File: config.mk
export PLATFORM = sky130hd
export DESIGN_NAME = lcd_value_writer
export DESIGN_NICKNAME = d
export VERILOG_FILES = /design/src/rtl/lcd_value_writer_pkg.sv /design/src/rtl/lcd_value_writer_bin2bcd_seq.sv /design/src/rtl/lcd_value_writer.sv
export SDC_FILE = /design/constraint.sdc
export NUM_CORES = 1
export LEC_CHECK = 0
export BUFFER_PORTS_ARGS = -buffer_cell sky130_fd_sc_hd__clkbuf_2
export CORE_ASPECT_RATIO = 0.5
export CORE_MARGIN = 2
export CORE_UTILIZATION = 55
export DETAILED_ROUTE_END_ITERATION = 10
export HOLD_SLACK_MARGIN = 0.15
export PLACE_DENSITY = 0.76
export SLEW_MARGIN = 20
export SYNTH_ARGS = -nofsm -noshare
export SYNTH_HDL_FRONTEND = slang
export SYNTH_HIERARCHICAL = 1
export SYNTH_SLANG_ARGS = --single-unit
File: constraint.sdc
create_clock -name clock -period 2.8 [get_ports clock]
set_clock_uncertainty 0.15 [all_clocks]
set_input_delay 0 -clock clock [delete_from_list [all_inputs] [get_ports clock]]
set_output_delay 0 -clock clock [all_outputs]
set_load 0.005 [all_outputs]
File: src/rtl/lcd_value_writer_pkg.sv
`default_nettype none
// ============================================================================
// Module   : lcd_pkg
// Purpose  : Shared constants, state encoding and character helper for the
//            LCD value writer and its binary-to-BCD converter.
// Revision : 1.0 - initial release
// ============================================================================
package lcd_pkg;

    // Register-select bit of the 9-bit {rs,d} word
    localparam logic       RS_CMD        = 1'b0;
    localparam logic       RS_DATA       = 1'b1;

    // HD44780 command / character codes
    localparam logic [7:0] CMD_SET_DDRAM = 8'h80;
    localparam logic [7:0] ASCII_ZERO    = 8'h30;
    localparam logic [7:0] ASCII_SPACE   = 8'h20;

    // Field geometry
    localparam int         NUM_DIGITS    = 10;
    localparam int         BIN_WIDTH     = 32;
    localparam int         BCD_WIDTH     = 4 * NUM_DIGITS;

    // Sequencer states
    typedef enum logic [2:0] {
        IDLE  = 3'd0,
        CONV  = 3'd1,
        ISSUE = 3'd2,
        ACK   = 3'd3,
        FREE  = 3'd4
    } state_t;

    // ASCII code of one decimal digit, or a space when the digit is blanked
    function automatic logic [7:0] digit_char(input logic [3:0] digit, input logic blank);
        return blank ? ASCII_SPACE : (ASCII_ZERO + {4'h0, digit});
    endfunction

endpackage
`default_nettype wire

File: src/rtl/lcd_value_writer_bin2bcd_seq.sv
`default_nettype none
// ============================================================================
// Module   : bin2bcd_seq
// Purpose  : Iterative double-dabble converter, one input bit per cycle.
//            A start pulse loads the binary value; 32 shift cycles follow.
//            done is high during the cycle whose clock edge performs the
//            final shift, so bcd holds the complete result from the next
//            cycle on.
// Revision : 1.0 - initial release
// ============================================================================
module bin2bcd_seq
    import lcd_pkg::*;
(
    input  logic                 clock,
    input  logic                 internal_reset,
    input  logic                 start,
    input  logic [BIN_WIDTH-1:0] bin,
    output logic [BCD_WIDTH-1:0] bcd,
    output logic                 done
);

    localparam logic [4:0] c_LAST_SHIFT = 5'(BIN_WIDTH - 1);

    logic [BIN_WIDTH-1:0] r_bin;
    logic [BCD_WIDTH-1:0] r_bcd;
    logic [4:0]           r_count;
    logic                 r_running;
    // The top digit of a 32-bit value never exceeds 4, so it needs no add-3
    logic [BCD_WIDTH-5:0] w_adj_low;

    // Add 3 to every lower digit that is 5 or more before the next shift
    always_comb begin
        w_adj_low = r_bcd[BCD_WIDTH-5:0];
        for (int i = 0; i < NUM_DIGITS - 1; i++) begin
            if (r_bcd[4*i +: 4] > 4'd4) begin
                w_adj_low[4*i +: 4] = r_bcd[4*i +: 4] + 4'd3;
            end
        end
    end

    // Load on start, then shift one binary bit into the BCD register per cycle
    always_ff @(posedge clock) begin
        if (internal_reset) begin
            r_bin     <= '0;
            r_bcd     <= '0;
            r_count   <= '0;
            r_running <= 1'b0;
        end else if (start) begin
            r_bin     <= bin;
            r_bcd     <= '0;
            r_count   <= '0;
            r_running <= 1'b1;
        end else if (r_running) begin
            r_bcd   <= {r_bcd[BCD_WIDTH-2:BCD_WIDTH-4], w_adj_low, r_bin[BIN_WIDTH-1]};
            r_bin   <= {r_bin[BIN_WIDTH-2:0], 1'b0};
            r_count <= r_count + 5'd1;
            if (r_count == c_LAST_SHIFT) begin
                r_running <= 1'b0;
            end
        end
    end

    assign bcd  = r_bcd;
    assign done = r_running && (r_count == c_LAST_SHIFT);

endmodule
`default_nettype wire

File: src/rtl/lcd_value_writer.sv
`default_nettype none
// ============================================================================
// Module   : lcd_value_writer
// Purpose  : Renders a 32-bit reading as a right-aligned 10-character
//            decimal field on one LCD line. Each refresh converts the value
//            to BCD, then streams a Set-DDRAM-address command followed by ten
//            character writes through the {rs,d} / data_ready / busy_flag
//            handshake of the lcd driver.
// Revision : 1.0 - initial release
// ============================================================================
module lcd_value_writer
    import lcd_pkg::*;
#(
    parameter int unsigned CLK_FREQ   = 100_000_000,
    parameter int unsigned REFRESH_MS = 500,
    parameter logic [6:0]  LINE_ADDR  = 7'h00
) (
    input  logic        clock,
    input  logic        internal_reset,
    input  logic [31:0] datobase,
    input  logic        update,
    input  logic        lcd_busy,
    output logic [8:0]  d_in,
    output logic        data_ready,
    output logic        busy
);

    localparam logic [3:0] c_LAST_INDEX = 4'(NUM_DIGITS);

    state_t               r_state;
    state_t               w_state_next;
    logic [3:0]           r_index;
    logic [3:0]           w_index_next;
    logic [8:0]           r_d_in;
    logic [8:0]           w_d_in_next;
    logic                 r_busy;
    logic                 w_busy_next;
    logic                 r_pending;
    logic                 w_accept;
    logic                 w_tick;
    logic                 w_data_ready;
    logic                 w_conv_done;
    logic [BCD_WIDTH-1:0] w_bcd;

    // Word sent at a given index: 0 is the address command, 1..10 the digits
    // most significant first, with leading zeros shown as spaces except units
    function automatic logic [8:0] word_for(input logic [3:0] idx, input logic [BCD_WIDTH-1:0] bcd);
        logic       lead;
        logic [3:0] digit;
        logic [8:0] word;
        lead  = 1'b1;
        digit = 4'h0;
        for (int j = 1; j <= NUM_DIGITS; j++) begin
            if (j <= int'(idx)) begin
                digit = bcd[4*(NUM_DIGITS-j) +: 4];
                if (digit != 4'h0) begin
                    lead = 1'b0;
                end
            end
        end
        if (idx == 4'h0) begin
            word = {RS_CMD, CMD_SET_DDRAM | {1'b0, LINE_ADDR}};
        end else begin
            word = {RS_DATA, digit_char(digit, lead && (idx != c_LAST_INDEX))};
        end
        return word;
    endfunction

    // Periodic refresh request; reloads and keeps running after each expiry
    if (REFRESH_MS != 0) begin : g_timer
        localparam int unsigned c_TIMER_MAX = CLK_FREQ / 1000 * REFRESH_MS - 1;
        logic [31:0] r_timer;

        // Free-running period counter
        always_ff @(posedge clock) begin
            if (internal_reset || (r_timer == c_TIMER_MAX)) begin
                r_timer <= '0;
            end else begin
                r_timer <= r_timer + 32'd1;
            end
        end

        assign w_tick = (r_timer == c_TIMER_MAX);
    end else begin : g_no_timer
        assign w_tick = 1'b0;
    end

    // Serial converter; the value is sampled only on the accepting cycle
    bin2bcd_seq u_bin2bcd (
        .clock          (clock),
        .internal_reset (internal_reset),
        .start          (w_accept),
        .bin            (datobase),
        .bcd            (w_bcd),
        .done           (w_conv_done)
    );

    // Refresh requests coalesce here; acceptance wins over a same-cycle request
    always_ff @(posedge clock) begin
        if (internal_reset) begin
            r_pending <= 1'b0;
        end else if (w_accept) begin
            r_pending <= 1'b0;
        end else if (update || w_tick) begin
            r_pending <= 1'b1;
        end
    end

    // Next-state and handshake decode
    always_comb begin
        w_state_next = r_state;
        w_index_next = r_index;
        w_d_in_next  = r_d_in;
        w_busy_next  = r_busy;
        w_accept     = 1'b0;
        w_data_ready = 1'b0;
        case (r_state)
            IDLE: begin
                if (r_pending) begin
                    w_accept     = 1'b1;
                    w_busy_next  = 1'b1;
                    w_state_next = CONV;
                end
            end
            CONV: begin
                // The command word does not depend on the digits, so it can
                // be loaded while the last shift is still in progress
                if (w_conv_done) begin
                    w_index_next = 4'h0;
                    w_d_in_next  = word_for(4'h0, w_bcd);
                    w_state_next = ISSUE;
                end
            end
            ISSUE: begin
                if (!lcd_busy) begin
                    w_data_ready = 1'b1;
                    w_state_next = ACK;
                end
            end
            ACK: begin
                if (lcd_busy) begin
                    w_state_next = FREE;
                end
            end
            FREE: begin
                if (!lcd_busy) begin
                    if (r_index == c_LAST_INDEX) begin
                        w_busy_next  = 1'b0;
                        w_state_next = IDLE;
                    end else begin
                        w_index_next = r_index + 4'd1;
                        w_d_in_next  = word_for(r_index + 4'd1, w_bcd);
                        w_state_next = ISSUE;
                    end
                end
            end
            default: begin
                w_state_next = IDLE;
            end
        endcase
    end

    // Sequencer state, word index and registered outputs
    always_ff @(posedge clock) begin
        if (internal_reset) begin
            r_state <= IDLE;
            r_index <= 4'h0;
            r_d_in  <= 9'h000;
            r_busy  <= 1'b0;
        end else begin
            r_state <= w_state_next;
            r_index <= w_index_next;
            r_d_in  <= w_d_in_next;
            r_busy  <= w_busy_next;
        end
    end

    assign d_in       = r_d_in;
    assign busy       = r_busy;
    assign data_ready = w_data_ready && !internal_reset;

endmodule
`default_nettype wire

==> flow_metrics.tcl, run 1 <==
set metrics [dict create \
    seq_area_frac_synth_pct 36.41 \
    status "finished clean" \
    hp-class "primary input to register" \
    fin_area_sq_um 8270 \
    cts_sinks 126 \
    path_delay_family "compound AO/OA/AOI/OAI gates" \
    max_stage_delay_ns 0.47 \
    cts_buffer_depth 2 \
    antenna_found_initial 0 \
    htree_levels 4 \
    track_usage_pct 25.32 \
    num_rows 28 \
    vias_per_cell 5.812 \
    multiInputGateArea_sq_um 4051 \
    cts_tree "built" \
    ant_nets 0 \
    wl_per_cell_um 15.33 \
    cp.arrival_ns 2.72 \
    routed_wl_um 16340 \
    coreArea_sq_um 12050 \
    fmax_mhz 392.0 \
    port_buffers 45 \
    numCtsBuffers 17 \
    period_share_pct 91.10 \
    synthArstFlopShare_pct 0 \
    p_clk_share_pct 48.8 \
    clk_pin_slew_ns 0.06 \
    worst-r2r-setup-slack_ns 0.25 \
    dr.pass1.iters 7 \
    cp-end-kind "register" \
    power_density_nw_per_um2 567.1 \
    placed_area_sq_um 7277 \
    worst_pin_slew_ns 0.5714 \
    synth_flop_cell "dfxtp_1" \
    synth.avg_cell_area_sq_um 8.438 \
    finalHoldViolCount 0 \
    setup_viol 0 \
    dpl.hpwl_um 10130 \
    drc 0 \
    crit_path_start_kind "register" \
    final_cell_mix "dfxtp_1, nor2_1, nand2_1" \
    dieHeight_um 83.36 \
    max_slew_margin_pct 61.90 \
    crit_fanout 10 \
    p_int_uw 3477 \
    combPwrFrac_pct 10.6 \
    ios 47 \
    grt_pass1_vias 5989 \
    ys_ff_latch 126 \
    maxCapViolations 0 \
    finalPower_uw 4690 \
    grt_max_degree 133 \
    cts_setup_buffers 0 \
    dp_slack_ns 0.3048 \
    netlist_area_sq_um 6928 \
    drive_gt1_share_pct 15.32 \
    seqCellArea_sq_um 2526 \
    drt_iter0_drc 398 \
    ys_types 57 \
    fp.dieW_um 162.7 \
    pwr-share-seq_pct 40.7 \
    p_leak_uw 0.003054 \
    area_growth_pct 19.38 \
    vias 6196 \
    rsz0062_at_grt "no" \
    gr-total-overflow 0 \
    cp_num_buf_inv 1 \
    slew_violations 0 \
    num_antenna_cells 0 \
    final_nets 948 \
    fin_crit_ns 2.551 \
    synth-edff-count 0 \
    start_util_pct 57.49 \
    cp_cell_sequence "ha_1, xor2_1, buf_4, nand2_1, o221ai_1, a211oi_1, a31o_4, a221oi_2" \
    crit_path_top_delay_cell "dfxtp_1" \
    syn_nets 881 \
    final_common_cell "dfxtp_1" \
    finalNonFillerCells 1066 \
    worst_slack_ns 0.2491 \
    clk-insertion-delay-late_ns 0.41 \
    grt_pass1_wl_um 28230 \
    die_area_sq_um 13560 \
    p_sw_uw 1213 \
    ys_warn_count 6 \
    fin_tns_setup_ns 0 \
    syn_inst 821 \
    dp_cells 997 \
    switching_share_pct 25.86 \
    required_ns 2.97 \
    gp_congestion 0.9274 \
    cts-root-buf "clkbuf_16" \
    fill_cells 944 \
    irDropWorstVdd_v 0.0003542 \
    path_class "register to register" \
]
-- registers in the layout, summed over array words and instances, names as in the netlist --
| register | flops |
|---|---|
| u_bin2bcd/r_bin | 32 |
| u_bin2bcd/bcd | 40 |
| r_state | 3 |
| r_index | 4 |
| d_in | 7 |
| busy | 1 |
| u_bin2bcd/r_count | 5 |
| u_bin2bcd/r_running | 1 |
| g_timer.r_timer | 32 |
| r_pending | 1 |
-- what timing repair did --
action / 4_1_cts / 5_1_grt
endpoints found under the hold margin: 48 / 0
gates resized for setup: 0 / 1
hold buffers: 37 / 0
setup endpoints to repair: 0 / 1
-- logic make-up (layout without fill, tap and decap cells) --
| family | count (synthesis) | after routing | share of synthesized area (%) |
|---|---|---|---|
| buffers and inverters | 84 | 164 | 5.237 |
| other | 1 | 1 | 0.05413 |
| XOR/XNOR | 38 | 38 | 4.804 |
| flip-flops | 126 | 126 | 36.41 |
| multiplexers | 75 | 75 | 11.40 |
| AND/OR/NAND/NOR | 321 | 321 | 23.15 |
| adder cells (fa/ha/maj) | 24 | 24 | 4.335 |
| AO/OA/AOI/OAI | 152 | 152 | 14.61 |
-- tightest hold or removal path, delay by kind of cell --
kind                   cells  cell delay, ns
buffers and inverters      2            0.61
muxes                      1            0.05
and+or+nand+nor            1            0.07
-- metrics by stage --
stage	util, %	hold WS, ns
3_3_place_gp	60.38	0.07899
6_report	68.63	0.2091
3_5_place_dp	60.38	0.09043
5_1_grt	68.63	0.2234
4_1_cts	68.58	0.1995
2_1_floorplan	-	-0.1147
-- cell usage after synthesis, drive strengths merged, types with 7 or more instances --
| cell | count | area (sq um) |
|---|---|---|
| xor2 | 30 | 262.8 |
| or3 | 13 | 86.33 |
| dfxtp | 126 | 2522 |
| nand3b | 11 | 82.58 |
| xnor2 | 8 | 70.07 |
| nor4 | 8 | 50.05 |
| nor3 | 12 | 60.06 |
| ha | 24 | 300.3 |
| nand2 | 68 | 255.2 |
| nand4 | 10 | 62.56 |
| a211oi | 8 | 60.06 |
| o211ai | 9 | 67.56 |
| mux2 | 31 | 349.1 |
| and3 | 7 | 43.79 |
| a31oi | 11 | 68.82 |
| or4 | 21 | 157.7 |
| mux2i | 44 | 440.4 |
| o21ai | 40 | 200.2 |
| o311ai | 9 | 78.83 |
| nor2b | 21 | 131.4 |
| inv | 34 | 127.6 |
| buf | 19 | 118.9 |
| o2111ai | 18 | 157.7 |
| nand3 | 29 | 145.1 |
| clkbuf | 31 | 116.4 |
| a21oi | 34 | 170.2 |
| nor2 | 101 | 379.1 |
-- worst paths after layout --
kind                      start                  end  cells after the start
max                  r_index[1]              d_in[0]                      8
min                datobase[10]  u_bin2bcd/r_bin[10]                      4
max reg2reg          r_index[1]              d_in[0]                      8
min reg2reg  g_timer.r_timer[0]   g_timer.r_timer[0]                      1
-- layout make-up --
| type | count | share of cell area [%] |
|---|---|---|
| Timing Repair Buffer | 98 | 8.956 |
| Inverter | 34 | 1.543 |
| Clock inverter | 14 | 2.027 |
| Sequential cell | 126 | 30.54 |
| Tap cell | 165 | 2.496 |
| Multi-Input combinational cell | 611 | 48.99 |
| Clock buffer | 18 | 5.446 |
-- power groups by stage --
stage | sequential (uW) | clock, uW | combinational [uW]
after floorplan | 1920 | 0 | 355
after global placement | 1940 | 0 | 426
after detailed placement | 1940 | 0 | 442
after CTS | 1910 | 2320 | 487
after global routing | 1910 | 2410 | 548
final | 1910 | 2290 | 495
-- layer usage --
layer  global-route usage, %  share of wire, %
met1                   30.51                45
met2                   45.69                50
met3                   5.594               3.7
met4                   6.436               1.5
met5                       0                 0
Power figures use the tool's default switching activity.
==> run 2, diff against run 1 <==
Settings changed: CORE_MARGIN 2 to unset, PLACE_DENSITY 0.76 to 0.81.
==> run 2 against run 1 <==
Core utilization increased by 0.47 points. First-iteration DRC count grew 6.5%. Global-route usage is 1.0 points higher. Wire length grew 3.6%. Fmax down 6.3%. Critical path depth stayed put. Register-to-register slack worse by 0.17 ns. Worst setup slack got worse by 0.17 ns. Critical path type unchanged.
==> flow_metrics.tcl, run 2 (synthesized netlist as in run 1, its figures left out) <==
set metrics [dict create \
    status "finished clean" \
    cp-end-kind "register" \
    maxCapViolations 0 \
    die_area_sq_um 13080 \
    combPwrFrac_pct 10.3 \
    port_buffers 45 \
    worstSetupStartpoint "r_index[1]" \
    r2r-end "d_in[3]" \
    grt_pass1_wl_um 27910 \
    cts_setup_buffers 0 \
    fp.dieW_um 160.7 \
    dieHeight_um 81.36 \
    finalPower_uw 4875 \
    p_int_uw 3701 \
    htree_levels 4 \
    gp_congestion 0.9488 \
    slew_violations 0 \
    cp.arrival_ns 2.89 \
    coreArea_sq_um 12050 \
    crit_fanout 10 \
    grt_pass1_vias 5967 \
    p_sw_uw 1173 \
    worst_pin_slew_ns 0.6345 \
    finalHoldViolCount 0 \
    final_cell_mix "dfxtp_1, nor2_1, nand2_1" \
    grt_max_degree 133 \
    numCtsBuffers 17 \
    drc 0 \
    path_class "register to register" \
    worst_slack_ns 0.07718 \
    setup_viol 0 \
    power_density_nw_per_um2 585.4 \
    pwr-share-seq_pct 39.1 \
    vias_per_cell 5.882 \
    dr.pass1.iters 5 \
    clk_pin_slew_ns 0.06 \
    worst-r2r-setup-slack_ns 0.08 \
    cts_sinks 126 \
    fin_tns_setup_ns 0 \
    final_common_cell "dfxtp_1" \
    start_util_pct 57.49 \
    switching_share_pct 24.07 \
    num_rows 28 \
    irDropWorstVdd_v 0.0004103 \
    cts_resized 0 \
    ant_nets 0 \
    area_growth_pct 20.19 \
    cts-root-buf "clkbuf_16" \
    crit_path_start_kind "register" \
    drive_gt1_share_pct 15.08 \
    reg2reg_depth 8 \
    drt_iter0_drc 424 \
    crit-reg2reg-launch "r_index[1]" \
    cts_buffer_depth 2 \
    wl_per_cell_um 15.86 \
    largest_reg_flops 40 \
    p_clk_share_pct 50.6 \
    postCtsHoldBufs 37 \
    ios 47 \
    gr-total-overflow 0 \
    routed_wl_um 16930 \
    vias 6282 \
    fill_cells 865 \
    fin_crit_ns 2.723 \
    hp-class "primary input to register" \
    max_slew_margin_pct 57.70 \
    rsz0062_at_grt "no" \
    track_usage_pct 26.37 \
    antenna_found_initial 1 \
    period_share_pct 97.24 \
    required_ns 2.97 \
    cp-endpoint "d_in[3]" \
    dpl.hpwl_um 10010 \
    fmax_mhz 367.3 \
    cts_tree "built" \
    final_nets 949 \
    clk-insertion-delay-late_ns 0.41 \
    dp_slack_ns 0.2704 \
    p_leak_uw 0.003079 \
]
## run 2: cell types whose count changed in the layout (fill, tap and decap cells not counted)
| cell | before | now |
|---|---|---|
| nor3_2 | 1 | 0 |
| inv_6 | 7 | 0 |
| clkbuf_1 | 0 | 2 |
| bufinv_16 | 2 | 5 |
| clkbuf_8 | 0 | 1 |
| clkinv_2 | 0 | 1 |
| diode_2 | 0 | 1 |
| nor3_1 | 11 | 12 |
| clkinv_4 | 4 | 5 |
| clkbuf_16 | 18 | 17 |
| buf_12 | 2 | 3 |
## run 2: final cells by class
cell class	instances	area, sq um	share of cell area (%)
Multi-Input combinational cell	611	4046	48.60
Sequential cell	126	2526	30.34
Timing Repair Buffer	99	760.7	9.136
Clock buffer	20	446.7	5.364
Clock inverter	12	210.2	2.524
Tap cell	165	206.4	2.479
Inverter	34	127.6	1.533
Antenna cell	1	2.502	0.03005
## run 2: worst min path at each step
| stage | start | endpoint | depth (start not counted) |
|---|---|---|---|
| 6_report | datobase[17] | u_bin2bcd/r_bin[17] | 4 |
| 5_1_grt | datobase[17] | u_bin2bcd/r_bin[17] | 4 |
| 4_1_cts | datobase[24] | u_bin2bcd/r_bin[24] | 4 |
| 3_5_place_dp | datobase[24] | u_bin2bcd/r_bin[24] | 3 |
| 3_3_place_gp | datobase[21] | u_bin2bcd/r_bin[21] | 3 |
| 2_1_floorplan | lcd_busy | data_ready | 1 |
## run 2: power groups by stage
stage	clock network [uW]	registers, uW	logic [uW]
4_1_cts	2470	1900	489
3_5_place_dp	0	1940	443
5_1_grt	2580	1910	548
2_1_floorplan	0	1920	355
3_3_place_gp	0	1940	430
6_report	2470	1910	503
## run 2: worst max-delay path, cell delays in order, from the launching register on
cell      delay, ns
dfxtp_1        0.47
ha_1           0.36
xor2_1         0.32
buf_4          0.23
nand2_1        0.16
o221ai_1       0.29
a211oi_1       0.11
a31o_4         0.29
a221oi_2       0.26
## run 2: stage by stage
step | cells | cell area (sq um) | utilization [%] | hold WS, ns
2_1_floorplan | 821 | 6928 | - | -0.1147
3_3_place_gp | 998 | 7297 | 60.55 | 0.08355
3_5_place_dp | 998 | 7297 | 60.55 | 0.09262
4_1_cts | 1067 | 8324 | 69.07 | 0.2026
5_1_grt | 1068 | 8327 | 69.09 | 0.2244
6_report | 1068 | 8327 | 69.09 | 0.2076
## run 2: layer usage
| metal | routed length [um] | up-vias | part of all wire (%) | global-route usage [%] |
|---|---|---|---|---|
| met2 | 8352 | 167 | 49 | 47.19 |
| met4 | 364 | 0 | 2.1 | 11.42 |
| met1 | 7483 | 2993 | 44 | 31.37 |
| li1 | - | 3087 | - | - |
| met5 | 0 | - | 0 | 0 |
| met3 | 734 | 35 | 4.3 | 5.312 |
